`src/rtl/op_skew_pipe_if.sv`:
```
// Operand skew pipe bus: control, input vector and skewed output vector.
// clk and clr_n stay outside as plain ports.
interface op_skew_pipe_if #(
  parameter int WIDTH = 16,
  parameter int LANES = 4
);
  logic                   en;
  logic                   flush;
  logic                   in_valid;
  logic                   in_last;
  logic [LANES*WIDTH-1:0] in_data;
  logic [LANES-1:0]       out_valid;
  logic [LANES*WIDTH-1:0] out_data;
  logic                   busy;
  logic                   done;

  modport master (
    output en,
    output flush,
    output in_valid,
    output in_last,
    output in_data,
    input  out_valid,
    input  out_data,
    input  busy,
    input  done
  );

  modport slave (
    input  en,
    input  flush,
    input  in_valid,
    input  in_last,
    input  in_data,
    output out_valid,
    output out_data,
    output busy,
    output done
  );
endinterface

```
`src/rtl/op_skew_pipe.sv`:
```
// Diagonal operand skew for a systolic array edge.
// Lane i delays its operand by i+1 enabled clocks.
module op_skew_pipe #(
  parameter int WIDTH = 16,
  parameter int LANES = 4
) (
  input  logic           clk,
  input  logic           clr_n,
  op_skew_pipe_if.slave  p
);

  logic [LANES-1:0]       vany;
  logic [LANES-1:0]       oval;
  logic [LANES*WIDTH-1:0] odat;
  logic                   fire;
  logic                   done_q;

  for (genvar i = 0; i < LANES; i++) begin : g_lane
    logic [WIDTH-1:0] d_q [i+1];
    logic [WIDTH-1:0] d_d [i+1];
    logic [i:0]       v_q;
    logic [i:0]       v_d;

    // Bubbles enter as zero data so downstream MACs add nothing.
    always_comb begin
      d_d[0] = p.in_valid ? p.in_data[i*WIDTH +: WIDTH] : '0;
      v_d[0] = p.in_valid;
      for (int j = 1; j <= i; j++) begin
        d_d[j] = d_q[j-1];
        v_d[j] = v_q[j-1];
      end
    end

    always_ff @(posedge clk) begin
      if (!clr_n || p.flush) begin
        for (int j = 0; j <= i; j++) begin
          d_q[j] <= '0;
        end
        v_q <= '0;
      end else if (p.en) begin
        d_q <= d_d;
        v_q <= v_d;
      end
    end

    assign odat[i*WIDTH +: WIDTH] = d_q[i];
    assign oval[i]                = v_q[i];
    assign vany[i]                = |v_q;

    // Only the tail lane's last tag is observable, via done.
    if (i == LANES-1) begin : g_tail
      if (i == 0) begin : g_one
        assign fire = p.en & p.in_valid & p.in_last;
      end else begin : g_chain
        logic [i-1:0] l_q;

        always_ff @(posedge clk) begin
          if (!clr_n || p.flush) begin
            l_q <= '0;
          end else if (p.en) begin
            l_q[0] <= p.in_valid & p.in_last;
            for (int j = 1; j < i; j++) begin
              l_q[j] <= l_q[j-1];
            end
          end
        end

        assign fire = p.en & v_d[i] & l_q[i-1];
      end
    end
  end

  always_ff @(posedge clk) begin
    if (!clr_n || p.flush) begin
      done_q <= 1'b0;
    end else begin
      done_q <= fire;
    end
  end

  assign p.out_valid = oval;
  assign p.out_data  = odat;
  assign p.busy      = |vany;
  assign p.done      = done_q;

endmodule

```
`src/flat_wrapper.sv`:
```
// flat-port wrapper written by rule: the top's interface ports become plain ports
module op_skew_pipe_flat 
#(
  parameter int WIDTH = 16,
  parameter int LANES = 4
)
  (clk, clr_n, p_en, p_flush, p_in_valid, p_in_last, p_in_data, p_out_valid, p_out_data, p_busy, p_done);
  op_skew_pipe_if #(.WIDTH(WIDTH), .LANES(LANES)) p_i ();
  input  logic clk;
  input  logic clr_n;
  input wire logic [$bits(p_i.en)-1:0] p_en;
  input wire logic [$bits(p_i.flush)-1:0] p_flush;
  input wire logic [$bits(p_i.in_valid)-1:0] p_in_valid;
  input wire logic [$bits(p_i.in_last)-1:0] p_in_last;
  input wire logic [$bits(p_i.in_data)-1:0] p_in_data;
  output wire logic [$bits(p_i.out_valid)-1:0] p_out_valid;
  output wire logic [$bits(p_i.out_data)-1:0] p_out_data;
  output wire logic [$bits(p_i.busy)-1:0] p_busy;
  output wire logic [$bits(p_i.done)-1:0] p_done;
  assign p_i.en = p_en;
  assign p_i.flush = p_flush;
  assign p_i.in_valid = p_in_valid;
  assign p_i.in_last = p_in_last;
  assign p_i.in_data = p_in_data;
  assign p_out_valid = p_i.out_valid;
  assign p_out_data = p_i.out_data;
  assign p_busy = p_i.busy;
  assign p_done = p_i.done;
  op_skew_pipe #(.WIDTH(WIDTH), .LANES(LANES)) u_core (.clk(clk), .clr_n(clr_n), .p(p_i));
endmodule
```
`config.mk`:
```
export PLATFORM = sky130hd
export DESIGN_NAME = op_skew_pipe_flat
export DESIGN_NICKNAME = d
export VERILOG_FILES = /design/src/rtl/op_skew_pipe_if.sv /design/src/rtl/op_skew_pipe.sv /design/src/flat_wrapper.sv
export SDC_FILE = /design/constraint.sdc
export NUM_CORES = 1
export LEC_CHECK = 0
export BUFFER_PORTS_ARGS = -buffer_cell sky130_fd_sc_hd__buf_4
export CAP_MARGIN = 15
export CORE_ASPECT_RATIO = 0.6
export CORE_MARGIN = 3
export CORE_UTILIZATION = 45
export DETAILED_ROUTE_END_ITERATION = 10
export GPL_ROUTABILITY_DRIVEN = 1
export GPL_TIMING_DRIVEN = 0
export PLACE_DENSITY = 0.82
export SKIP_CTS_REPAIR_TIMING = 1
export SYNTH_ARGS = -nofsm -noshare
export SYNTH_HDL_FRONTEND = slang
export SYNTH_SLANG_ARGS = --single-unit
```
`constraint.sdc`:
```
create_clock -name clk -period 0.8 [get_ports clk]
set_input_delay 0.08 -clock clk [delete_from_list [all_inputs] [get_ports clk]]
set_output_delay 0.08 -clock clk [all_outputs]
set_load 0.05 [all_outputs]
```
# Word level (Yosys, flattened, before mapping)
# Cells that the tools add are included.
[op_classes] mux=4 bitwise=3 n_reduce_logical=3
[ops] cell="$mux 16" count=4
[ops] cell="$reduce_or 10->1" count=1
[ops] cell="$and 1x1->1" count=3
[ops] cell="$logic_not 1->1" count=1
[ops] cell="$logic_or 1x1->1" count=1
[totals] register_bits=174 inputBits=70 output_inout_bits=70 wordCells=26

# Depth between registers and ports, before layout
[logic_depth] depth_word=2 depth_mapped=5 mapped_depth_nobuf=2

# Least setup slack after synthesis
# Ideal clock, no wire load.
[synth_timing] path_kind="register -> output" from="register u_core.g_lane[3].v_q[2]" to="output p_busy" arrival_ns=1.302 required_time_ns=0.720 slack_ns=-0.582 path_stages_with_launch=2 n_path_buf=0 cell_sequence="dfxtp_1 -> or4_1"
[synth_between] elab_chain_cells=1
[synth_rtl] element="from (decl)" line="op_skew_pipe.sv:21" source="logic [i:0] v_q;"
[synth_rtl] element="from (signal assigned)" line="op_skew_pipe.sv:42" source="v_q <= v_d;"
[synth_rtl] element="$reduce_or 10->1" line="op_skew_pipe.sv:83" source="assign p.busy = |vany;"
[synth_rtl] element="to (decl)" line="flat_wrapper.sv:18" source="output wire logic [$bits(p_i.busy)-1:0] p_busy;"
# Every way passes these cells.

# Final worst setup path
[layout_timing] from="register u_core.g_lane[2].v_q[1]" to="output p_busy"
[layout_between] elab_chain_cells=1
[layout_rtl] element="from (decl)" line="op_skew_pipe.sv:21"
[layout_rtl] element="from (signal assigned)" line="op_skew_pipe.sv:42"
[layout_rtl] element="$reduce_or 10->1" line="op_skew_pipe.sv:83"
# Every way passes these cells.

==> results.txt <==
----------------------------------------------------
[Clocking]
  Clock network latency to the later pin of the worst-skew pair ... 0.42 ns
  TritonCTS clock tree ... built
  Count of clock tree sinks ... 168
  Clock buffers created by TritonCTS ... 17
  H-tree depth ... 4
  Bufs on Longest Clock Path ... 2
  Clock tree root driver cell ... sky130_fd_sc_hd__clkbuf_16
  Clock transition at the registers of the reported paths ... 0.07 ns

[Placement]
  Area after detailed placement ... 7660 sq um
  Count of buffers from port buffering ... 137
  HPWL after DPL ... 11000 um
  Weighted congestion at the end of routability-driven global placement ... 0.811
  Cell count after placement ... 948

[STA]
  Transition time at the pin with the least slew margin ... 0.510 ns
  Setup WS post-layout ... -0.747 ns
  Share of the clock period used by the worst path ... 193%
  Number of hold-slack violations in the final timing report ... 1
  Crit path time final ... 1.55 ns
  FMAX ... 646 MHz
  Sum Neg Setup Slack ... -14.81 ns
  Final-report max-slew violation count ... 0
  Final clock skew ... 0.0120 ns
  Hold WS ... -0.0135 ns
  Final count of negative-setup-slack endpoints ... 70
  Worst rel slew slack ... 66.0%
  Setup repair after global routing missed its margin ... true

[Worst setup path]
  Critical path capture point ... p_busy
  Flop-to-flop setup slack ... 0.03 ns
  Ordered cell list for the critical path ... or4_4, buf_8
  R2r startpoint ... u_core.p.out_data[47]
  Worst flop-to-flop path endpoint ... u_core.p.out_data[47]
  R2R cell count ... 3
  Startpoint of the most critical setup path ... u_core.g_lane[2].v_q[1]
  Cell type of the slowest stage on the worst timing path ... sky130_fd_sc_hd__or4_4
  Slowest stage delay, CP ... 0.54 ns
  Crit path DAT ... 1.47 ns
  Worst path required time ... approximately 0.7 ns
  CP Capture Type ... output pin
  Path type of the worst setup path ... reg2out
  Worst setup SP type ... flip-flop
  Top fanout value on the critical path ... 4

[Power]
  Clock group share of total power ... 44.8%
  Sequential Power Share ... 46.0%
  Cell Int Power ... roughly 14000 uW
  Logic pwr share ... 9.2%
  Net switching power ... 4620 uW
  Switching Share ... 25.1%
  Leakage dissipation ... just under 0.004 uW
  VDD IR-drop max ... 1.05 mV
  Power per cell area ... 1950 nW/um^2

[Synthesis]
  Syn nets ... 694
  Number of library cell types mapped by synthesis ... 14
  Post-Synthesis Mean Instance Area ... 10.1 sq um
  Post-Syn Area ... about 6300 sq um
  Warning count from the yosys run ... 0
  Flop and latch count out of synthesis ... between 150 and 200
  Sequential fraction of the synthesis area ... a little over half
  Synth Instances ... 624

[Detailed routing]
  Detailed router's first-iteration violation count ... 303
  Total Routed Length ... 17200 um
  Total number of vias ... 5241
  Remaining DRCs ... 0
  Count of antenna-violating nets left after detailed routing ... 0
  Number of optimization iterations in the first detailed-route pass ... 4
  Via count normalized by instance count ... ~5
  Avg WL per Cell ... 16.3 um

[Global routing]
  Number of antenna violations at the first check in global routing ... 0
  Wire length of the first global-routing pass ... between 20000 and 25000 um
  Largest net degree at the start of global routing ... 19
  Via count of the first global-routing pass ... ~4.8k
  Gr ovfl total ... 0
  Global-route usage over all layers ... about a fifth

[Die]
  Initial Utilization ... 47.6%
  Top-level I/O count ... 140
  Num rows ... 32
  DIE WIDTH ... 159 um
  Area enclosed by the die boundary ... between 15000 and 20000 sq um
  Core Box Area ... 13300 sq um
  Die span in y ... between 90 and 100 um

[Outcome]
  Status ... finished with violations
  Violations in the final reports ... hold timing, setup timing

[Worst hold path]
  Startpoint of the most critical hold path ... p_in_data[26]
  Hold WC Path Type ... in2reg

[Finish]
  Final core area utilization ... 71.4%
  Area of all placed cells without fillers ... 9470 sq um
  Post-layout net count ... 923
  Layout cell share with drive strength beyond 1 ... 33.5%
  Layout Cells excl Fill ... around 1.1k
  Antenna diode count ... 0
  Layout overhead on the synthesized area ... 50.1%

[Job]
  Max Cap Violations ... 0

----------------------------------------------------
-- synth_stat cells, drive strengths merged --
cell type,count,area share [%]
buf,41,6.4
nor2,103,6.1
clkbuf,12,0.71
a21oi,65,5.2
dfxtp,168,53
nand2b,66,6.7
or4,1,0.12
mux2i,102,16
nand3,66,5.2
-- metrics by stage --
stage	worst slack (ns)	power (uW)
2_1_floorplan	-0.319	9530
3_3_place_gp	-0.353	10000
3_5_place_dp	-0.357	10100
4_1_cts	-0.821	18300
5_1_grt	-0.770	19000
6_report	-0.747	18400
-- registers in the layout, indices dropped and copies added (netlist names) --
register,cells
u_core.p.done,1
u_core.g_lane.v_q,4
u_core.g_lane.d_q,16
u_core.p.out_data,48
u_core.g_lane.g_tail.g_chain.l_q,3
u_core.g_lane.d_d,96
-- how the worst min path moves through the flow --
stage | to | slack, ns | depth (start not counted)
3_3_place_gp | u_core.g_lane[0].d_q[11] | 0.36 | 3
5_1_grt | u_core.g_lane[1].d_d[10] | 0.005 | 3
2_1_floorplan | u_core.g_lane[0].d_q[15] | 0.24 | 2
6_report | u_core.g_lane[1].d_d[10] | -0.01 | 3
4_1_cts | u_core.g_lane[0].d_q[6] | -0.09 | 3
3_5_place_dp | u_core.g_lane[0].d_q[6] | 0.36 | 3
-- layout make-up --
class | instances | area, sq um
Buffer | 53 | 458
Fill cell | 912 | 3790
Clock buffer | 17 | 425
Sequential cell | 168 | 3460
Tap cell | 187 | 234
Timing Repair Buffer | 210 | 2220
Clock inverter | 15 | 174
Multi-Input combinational cell | 403 | 2490
-- logic make-up (layout without fill, tap and decap cells) --
group | Yosys count | count (layout) | synth area share (%)
multiplexers | 102 | 102 | 16.2
flip-flops | 168 | 168 | 53.3
AND/OR/NAND/NOR | 236 | 236 | 18.2
buffers and inverters | 53 | 295 | 7.14
AO/OA/AOI/OAI | 65 | 65 | 5.16
-- power groups by stage --
stage	clock network (uW)	registers, uW	logic (uW)
after floorplan	0	8740	792
after global placement	0	8670	1370
after detailed placement	0	8670	1380
after CTS	8410	8480	1390
after global routing	8720	8490	1810
final	8250	8480	1690
-- critical path: cells and delay by family (launching register included) --
family        cells  cell delay [ns]
flops             1             0.33
buf+inv           1             0.17
simple gates      1             0.54
-- cell usage in the layout (no fill, tap or decap) --
| cell | instances |
|---|---|
| sky130_fd_sc_hd__nand3_1 | 66 |
| sky130_fd_sc_hd__inv_8 | 6 |
| sky130_fd_sc_hd__buf_6 | 15 |
| sky130_fd_sc_hd__mux2i_1 | 102 |
| sky130_fd_sc_hd__dfxtp_4 | 4 |
| sky130_fd_sc_hd__buf_12 | 10 |
| sky130_fd_sc_hd__bufinv_16 | 1 |
| sky130_fd_sc_hd__inv_6 | 3 |
| sky130_fd_sc_hd__nand2b_4 | 1 |
| sky130_fd_sc_hd__a21oi_1 | 65 |
| sky130_fd_sc_hd__clkinv_4 | 3 |
| sky130_fd_sc_hd__buf_2 | 20 |
| sky130_fd_sc_hd__buf_8 | 61 |
| sky130_fd_sc_hd__dfxtp_1 | 99 |
| sky130_fd_sc_hd__clkinv_8 | 1 |
| sky130_fd_sc_hd__clkbuf_1 | 12 |
| sky130_fd_sc_hd__clkinvlp_4 | 1 |
| sky130_fd_sc_hd__or4_4 | 1 |
| sky130_fd_sc_hd__clkbuf_16 | 17 |
| sky130_fd_sc_hd__dlygate4sd3_1 | 64 |
| sky130_fd_sc_hd__nand2b_1 | 65 |
| sky130_fd_sc_hd__nor2_1 | 103 |
| sky130_fd_sc_hd__dfxtp_2 | 65 |
| sky130_fd_sc_hd__buf_4 | 81 |
-- per-layer routing --
metal  GRT usage [%]  share of wire (%)  vias up
li1                -                  -     2565
met1            27.9                 45     2494
met2            29.1                 46      168
met3            6.47                7.7       14
met4            5.11               0.82        0
met5               0                  0        -
No activity file was read; power rests on OpenSTA's default activity.
